**src/rtl/sdc_butterfly.sv**
```systemverilog
// -----------------------------------------------------------------------------
// sdc_butterfly
//
// Radix-2 delay-commutator butterfly stage. It sits directly upstream of the
// twiddle rotator in the pipelined FFT.
//
// Input stream: one frame of N_POINTS complex samples, sent one word at a
// time. The real and imaginary words of each sample are interleaved, real
// word first, so a frame is 2*N_POINTS words long.
//
// Operation:
//   - The first half of the frame (words 0..N_POINTS-1) is written into a
//     delay buffer. No output is produced for these words.
//   - Each word of the second half (b) is paired with the word that arrived
//     N_POINTS words earlier (a).
//   - One cycle later the stage emits fmt(a+b) on line1 and fmt(a-b) on line2.
//   - Alongside the data it emits the real/imag phase flag and the twiddle
//     index k that the rotator and its coefficient source consume.
//
// Optional feature (macro SDC_BFLY_SCALE_EN):
//   defined   : fmt(x) = x >>> 1 (floor), truncated to width bits. This gives
//               a 1/2 scale per stage and can never overflow.
//   undefined : fmt(x) saturates x to the signed width-bit range. No scaling
//               is applied.
//
// Parameters:
//   width    - bits per data word (two's complement)
//   N_POINTS - complex samples per frame; must be a power of 2 and >= 2
//   IDX_W    - twiddle index width, clog2(N_POINTS/2) (minimum 1)
//
// Ports:
//   clk       in   rising-edge clock
//   rst_n     in   asynchronous active-low reset
//   in_valid  in   in_data is accepted this cycle
//   in_sync   in   the accepted word is word 0 of a frame (ignored if !in_valid)
//   in_data   in   signed input word
//   line1     out  registered fmt(a+b)
//   line2     out  registered fmt(a-b)
//   sel_1     out  registered phase of line1/line2 (0 = real, 1 = imag)
//   tw_idx    out  registered twiddle index k of the word on line2
//   out_valid out  line1/line2/sel_1/tw_idx carry a new word this cycle
// -----------------------------------------------------------------------------
module sdc_butterfly #(
  parameter int width    = 12,
  parameter int N_POINTS = 8,
  parameter int IDX_W    = (N_POINTS > 2) ? $clog2(N_POINTS / 2) : 1
) (
  input  logic             clk,
  input  logic             rst_n,
  input  logic             in_valid,
  input  logic             in_sync,
  input  logic [width-1:0] in_data,
  output logic [width-1:0] line1,
  output logic [width-1:0] line2,
  output logic             sel_1,
  output logic [IDX_W-1:0] tw_idx,
  output logic             out_valid
);

  // Buffer address width. The word counter has one more bit than the buffer
  // address; because 2*N_POINTS is a power of two, that extra MSB is set
  // exactly in the second half of the frame.
  localparam int AW = $clog2(N_POINTS);
  localparam int WW = AW + 1;
  localparam logic [WW-1:0] W_LAST = WW'(2 * N_POINTS - 1);

  logic [WW-1:0] w_reg;
  logic [WW-1:0] w_next;
  logic [WW-1:0] w_eff;
  logic [AW-1:0] slot;
  logic          second_half;

  logic signed [width-1:0] dly_mem [N_POINTS];
  logic signed [width-1:0] a_word;
  logic signed [width-1:0] b_word;
  logic signed [width:0]   sum_ext;
  logic signed [width:0]   diff_ext;

  logic [width-1:0] line1_reg,     line1_next;
  logic [width-1:0] line2_reg,     line2_next;
  logic             sel_1_reg,     sel_1_next;
  logic [IDX_W-1:0] tw_idx_reg,    tw_idx_next;
  logic             out_valid_reg, out_valid_next;
  logic [IDX_W-1:0] tw_calc;

  // Output formatting of a width+1 bit intermediate.
  function automatic logic [width-1:0] fmt(input logic signed [width:0] x);
`ifdef SDC_BFLY_SCALE_EN
    fmt = width'(x >>> 1);
`else
    if (x[width] != x[width-1]) begin
      fmt = x[width] ? {1'b1, {(width-1){1'b0}}} : {1'b0, {(width-1){1'b1}}};
    end else begin
      fmt = x[width-1:0];
    end
`endif
  endfunction

  // A sync on an accepted word overrides the running count for that word.
  // in_sync only matters together with in_valid, because nothing updates
  // without in_valid.
  assign w_eff       = in_sync ? '0 : w_reg;
  assign second_half = w_eff[WW-1];

  // The write slot (w) and the read slot (w - N_POINTS) share the same low
  // address bits, so one address serves both halves of the frame.
  assign slot = w_eff[AW-1:0];

  // k = n - N_POINTS/2, where n = w >> 1. In the second half this equals
  // slot >> 1.
  generate
    if (AW > 1) begin : g_tw_wide
      assign tw_calc = IDX_W'(slot[AW-1:1]);
    end else begin : g_tw_single
      assign tw_calc = '0;
    end
  endgenerate

  assign a_word   = dly_mem[slot];
  assign b_word   = $signed(in_data);
  assign sum_ext  = {a_word[width-1], a_word} + {b_word[width-1], b_word};
  assign diff_ext = {a_word[width-1], a_word} - {b_word[width-1], b_word};

  always_comb begin
    w_next         = w_reg;
    line1_next     = line1_reg;
    line2_next     = line2_reg;
    sel_1_next     = sel_1_reg;
    tw_idx_next    = tw_idx_reg;
    out_valid_next = 1'b0;
    if (in_valid) begin
      w_next = (w_eff == W_LAST) ? '0 : w_eff + 1'b1;
      if (second_half) begin
        line1_next     = fmt(sum_ext);
        line2_next     = fmt(diff_ext);
        sel_1_next     = w_eff[0];
        tw_idx_next    = tw_calc;
        out_valid_next = 1'b1;
      end
    end
  end

  always_ff @(posedge clk or negedge rst_n) begin
    if (!rst_n) begin
      w_reg         <= '0;
      line1_reg     <= '0;
      line2_reg     <= '0;
      sel_1_reg     <= 1'b0;
      tw_idx_reg    <= '0;
      out_valid_reg <= 1'b0;
    end else begin
      w_reg         <= w_next;
      line1_reg     <= line1_next;
      line2_reg     <= line2_next;
      sel_1_reg     <= sel_1_next;
      tw_idx_reg    <= tw_idx_next;
      out_valid_reg <= out_valid_next;
    end
  end

  // Delay buffer. It has no reset, because every slot is rewritten in the
  // first half of a frame before the second half reads it.
  always_ff @(posedge clk) begin
    if (in_valid && !second_half) begin
      dly_mem[slot] <= b_word;
    end
  end

  assign line1     = line1_reg;
  assign line2     = line2_reg;
  assign sel_1     = sel_1_reg;
  assign tw_idx    = tw_idx_reg;
  assign out_valid = out_valid_reg;

endmodule

```
**config.mk**
```make
export PLATFORM = sky130hd
export DESIGN_NAME = sdc_butterfly
export DESIGN_NICKNAME = d
export VERILOG_FILES = /design/src/rtl/sdc_butterfly.sv
export SDC_FILE = /design/constraint.sdc
export NUM_CORES = 1
export LEC_CHECK = 0
export CAP_MARGIN = 20
export CORE_MARGIN = 8
export CORE_UTILIZATION = 35
export CTS_BUF_LIST = sky130_fd_sc_hd__clkbuf_8 sky130_fd_sc_hd__clkbuf_16
export DETAILED_ROUTE_END_ITERATION = 6
export HOLD_SLACK_MARGIN = 0.06
export PLACE_DENSITY_LB_ADDON = 0.2
export SKIP_LAST_GASP = 1
export SLEW_MARGIN = 20
export SYNTH_ARGS = -nofsm -noshare
export SYNTH_HDL_FRONTEND = slang
export SYNTH_SLANG_ARGS = --single-unit
```
**constraint.sdc**
```tcl
create_clock -name clk -period 4.2 [get_ports clk]
set_clock_uncertainty 0.1 [all_clocks]
set_input_delay 0.84 -clock clk [delete_from_list [all_inputs] [get_ports clk]]
set_output_delay 0.84 -clock clk [all_outputs]
set_load 0.01 [all_outputs]
```
# Yosys cells after proc, flatten, opt, wreduce, memory -nomap -nowiden
# Memory sizes are Yosys's and may differ from the RTL's.
# Cells that the tools add are included.
[op_classes]
addsub = 3
n_eq_ne = 3
muxes = 10
reduce_logical = 3
[ops]
columns = ["op", "n"]
rows = [
  ["$mux 12", 4],
  ["$add 12x12->13", 1],
  ["$sub 12x12->13", 1],
  ["$mux 4", 2],
  ["$add 4x1->4 const B", 1],
  ["$eq 4x4->1 const B", 1],
  ["$mux 1", 4],
  ["$ne 1x1->1", 2],
  ["$reduce_and 2->1", 1],
  ["$logic_and 1x1->1", 1],
  ["$logic_not 1->1", 1],
]
[word_totals]
wordCells = 26
ff_bits = 32
in_bits = 16
ramBits = 96
memories = 1
out_inout_bits = 28
[memory_table]
columns = ["name", "depth", "width", "read_ports", "rd_ports_with_merged_regs", "write_ports", "line_no", "text"]
rows = [
  ["dly_mem", 8, 12, 1, 0, 1, "73", "logic signed [width-1:0] dly_mem [N_POINTS];"],
]

# Logic depth before layout (Yosys ltp)
[depth]
word_depth = 5
ltp_mapped = 18
ltp_nobuf = 16

# Least setup slack after synthesis
# Ideal clock, no wire load.
[synth_path]
path_type = "in2reg"
from = "input in_sync"
to = "register line1_reg[1], in the netlist line1[1]"
stages = 17
t_arrival_ns = 3.817
setup_ns = 0.131
n_path_buf = 3
path_slack_ns = 0.152
cell_sequence = "nand2b_1 clkbuf_1 inv_1 clkbuf_1 nand2_1 a32oi_1 o21ai_0 a21oi_1 ha_1 inv_1 a21oi_1 o41ai_4 o21ai_2 o31ai_4 mux2i_1 buf_6 o22ai_2"
[synth_between]
elab_chain_cells = 5
word_cells_on_any_way = 7
cone_classes = "add/sub: 1; eq/ne: 1; mux: 3; reduce/logical: 1; memory: 1"
[synth_lines]
columns = ["element", "line_no", "text"]
rows = [
  ["from (decl)", "51", "input logic in_sync,"],
  ["$mux 4 (*)", "102", "assign w_eff = in_sync ? '0 : w_reg;"],
  ["named net w_eff[0]", "69", "logic [WW-1:0] w_eff;"],
  ["$mem_v2 8x12 (*)", "n/a", ""],
  ["$add 12x12->13 (*)", "121", "assign sum_ext = {a_word[width-1], a_word} + {b_word[width-1], b_word};"],
  ["$mux 12 / $ne 1x1->1 (equally long branches)", "92, 91", ""],
  ["$mux 12 (*)", "91", "if (x[width] != x[width-1]) begin"],
  ["to (signal assigned)", "153", "line1_reg <= line1_next;"],
  ["to (decl)", "79", "logic [width-1:0] line1_reg, line1_next;"],
]
# Mark *: on every way through the listed nets, which the timed path passes. The rest lies on a longest branch.
# A chain may end at the register's enable or synchronous reset.

# Final worst setup path
[layout_path]
from = "input in_sync"
to = "register line1_reg[0], in the netlist line1[0]"
[layout_between]
elab_chain_cells = 5
word_cells_on_any_way = 7
cone_classes = "add/sub: 1; eq/ne: 1; mux: 3; reduce/logical: 1; memory: 1"
[layout_lines]
columns = ["element", "line_no"]
rows = [
  ["$mux 4 (*)", "102"],
  ["$mem_v2 8x12", "n/a"],
  ["$add 12x12->13", "121"],
  ["$mux 12 / $ne 1x1->1 (equally long branches)", "92, 91"],
  ["$mux 12", "91"],
]
# Every way passes the cells marked *; elsewhere a longest branch is shown, timed or not.

==> flow_summary.json <==
{
  "ys_top_cells_by_count": "edfxtp_1, nand2_1, nor2_1, dfrtp_1, a21oi_1",
  "power.leakage_uw": 0.00331,
  "die_y_um": 152,
  "cts_root_buffer": "clkbuf_16",
  "min_period_over_period_pct": 94.8,
  "grt_pass1_wl_um": 27300,
  "reg2reg_depth": 15,
  "clk_latency_ns": 0.42,
  "synth_top_area_share_pct": 44.7,
  "multi_input_comb_area_um2": 2530,
  "final.setup.tns_ns": 0,
  "rows": 49,
  "worstHoldStart": "sel_1",
  "coreArea_um2": 18000,
  "cp.required_ns": 4.40,
  "clkPwrFrac_pct": 32.1,
  "area_growth_pct": 30.9,
  "final_antenna_net_count": 0,
  "cap_violations": 0,
  "drt-initial-drc-count": 395,
  "vdd_ir_drop_max_mv": 0.232,
  "cts_resized": 0,
  "r2r_end": "line1[0]",
  "ios": 44,
  "synthAdderAreaFrac_pct": 5.48,
  "status": "finished, final reports clean",
  "die_area_um2": 23000,
  "synth_area_leaders": "edfxtp_1, dfrtp_1, ha_1",
  "whs_endpoint": "sel_1",
  "slowest_stage": "clkdlybuf4s50_1",
  "drive_gt1_share_pct": 27.5,
  "synth_xor_area_share_pct": 1.90,
  "crit_buf_inv": 7,
  "nets": 727,
  "synth_mux_area_share_pct": 3.65,
  "clk_pin_slew_ns": 0.06,
  "syn_nets": 590,
  "critPathLaunchType": "input pin",
  "path_delay_family": "buffers and inverters",
  "hold_ws_ns": 0.406,
  "clockBufferDepth": 2,
  "n_antenna_cell": 0,
  "cp_slowest_stage_delay_ns": 0.51,
  "yosysUniqueCellTypes": 58,
  "vias_per_cell": 5.19,
  "combinationalPowerShare_pct": 33.0,
  "synth_top_area_cell": "edfxtp_1",
  "final-setup-viol-count": 0,
  "synth_compound_area_share_pct": 16.4,
  "cts_hold_buffers": 0,
  "critPathKind": "in -> reg",
  "r2r-start": "w_reg[1]",
  "synth-async-reset-ratio_pct": 25.0,
  "fin_cells": 926,
  "fmax_mhz": 251,
  "grt_pass1_vias": 4895,
  "overflow": 0,
  "crit_chain": "clkdlybuf4s50_1 > buf_4 > nor3b_1 > buf_4 > buf_4 > buf_4 > a32oi_1 > o21ai_0 > a21oi_1 > ha_1 > inv_2 > a21oi_1 > o21bai_1 > a21oi_1 > o31ai_4 > mux2i_1 > buf_4 > o22ai_2",
  "cts.sinks": 128,
  "ys_seq_area_share_pct": 57.2,
  "hold_viol_final": 0,
  "power.internal_uw": 3130,
  "power_uw": 4560,
  "synth_seq_cells": 128,
  "worst_pin_slew_ns": 0.822,
  "io_buffers": 43,
  "power.switching_uw": 1430,
  "synth-edff-count": 96,
  "synthCells": 547,
  "dp_hpwl_um": 13200,
  "post-cts-setup-buffers": 0,
  "fin_crit_ns": 3.98,
  "initial_core_util_pct": 35.7,
  "drt-pass1-iter-count": 5,
  "path_max_fanout": 11,
  "maxSlewHeadroom_pct": 44.9,
  "synth_simple_gate_area_share_pct": 11.4,
  "synth_top_family_by_area": "compound AO/OA/AOI/OAI gates",
  "endpoint_kind": "flip-flop",
  "antenna_found_initial": 0,
  "power.density_nw_per_um2": 541,
  "swShare_pct": 31.4,
  "drt-wirelength-per-cell_um": 19.1,
  "gp_congestion": 0.852,
  "yosysMostFrequentCell": "edfxtp_1",
  "largest_register_ffs": 96,
  "cp.depth": 18,
  "routed_wl_um": 17700,
  "drc_errors": 0,
  "dp_cells": 894,
  "cp_common_cell": "buf_4",
  "seqCellArea_um2": 3680,
  "synth_ff_type": "edfxtp_1",
  "cts_buffers": 17,
  "synth_area_um2": 6440,
  "seq_power_share_pct": 34.9,
  "fillCellCount": 1647,
  "rsz0062_at_grt": "no",
  "hold_class": "reg -> reg",
  "yosys_warnings": 0,
  "cts_tree": "done",
  "critPathArrivalTime_ns": 4.18,
  "whs_path_depth": 1,
  "grt_usage_pct": 15.9,
  "reg2reg_slack_ns": 0.31,
  "dieWidth_um": 152,
  "slew_viol_final": 0,
  "vias": 4810,
  "htreeDepth": 4,
  "avgSynthCellArea_um2": 11.8,
  "grt_max_degree": 33
}
## routing by layer
metal,part of all wire (%),global-route usage (%)
met1,45,20.7
met2,49,25.7
met3,5.5,3.86
met4,1.1,4.90
met5,0,0
## through the flow
stage	cell area, um^2	setup slack [ns]	utilization [%]
final	8440	0.220	46.8
after global routing	8440	0.0119	46.8
after CTS	8430	0.212	46.7
after detailed placement	7840	-0.200	43.5
after global placement	7840	-0.196	43.5
after floorplan	6440	0.152	-
## cell usage in the layout, fill, tap and decap left out, drive strengths merged, types with 25 or more instances in the layout
cell and instances:
ha 25, o22ai 27, clkdlybuf4s50 43, edfxtp 96
dfrtp 32, nor2 48, nand2 55, buf 107
a21oi 37, inv 27
## layout make-up
| cell class | count | share of cell area (%) |
|---|---|---|
| clock inverters | 15 | 1.90 |
| clock buffers | 17 | 5.04 |
| flip-flops and latches | 128 | 43.7 |
| well taps | 229 | 3.40 |
| inverters | 24 | 1.07 |
| repair buffers | 150 | 14.9 |
| multi-input cells | 363 | 30.0 |
## cells by family after synthesis
logic type / count (synthesis)
muxes: 22
adders and majority gates: 27
DFF: 128
AOI/OAI and AO/OA: 138
and+or+nand+nor: 162
buffers and inverters: 56
xor gates and xnor gates: 14
## how the worst max path moves through the flow
stage,startpoint,endpoint,slack (ns)
finish,in_sync,line1[0],0.22
CTS,in_sync,line1[0],0.21
global placement,in_sync,line2[9],-0.20
floorplan,in_sync,line1[1],0.15
global route,in_sync,line1[0],0.01
detailed placement,in_sync,line1[7],-0.20
## power groups by stage
stage | Sequential (uW) | Clock [uW] | Combinational (uW)
global route | 1610 | 1530 | 1640
floorplan | 1640 | 0 | 793
global placement | 1610 | 0 | 1510
CTS | 1600 | 1490 | 1520
detailed placement | 1620 | 0 | 1510
finish | 1590 | 1460 | 1510
Note: power is estimated with default switching activity, not from simulation.
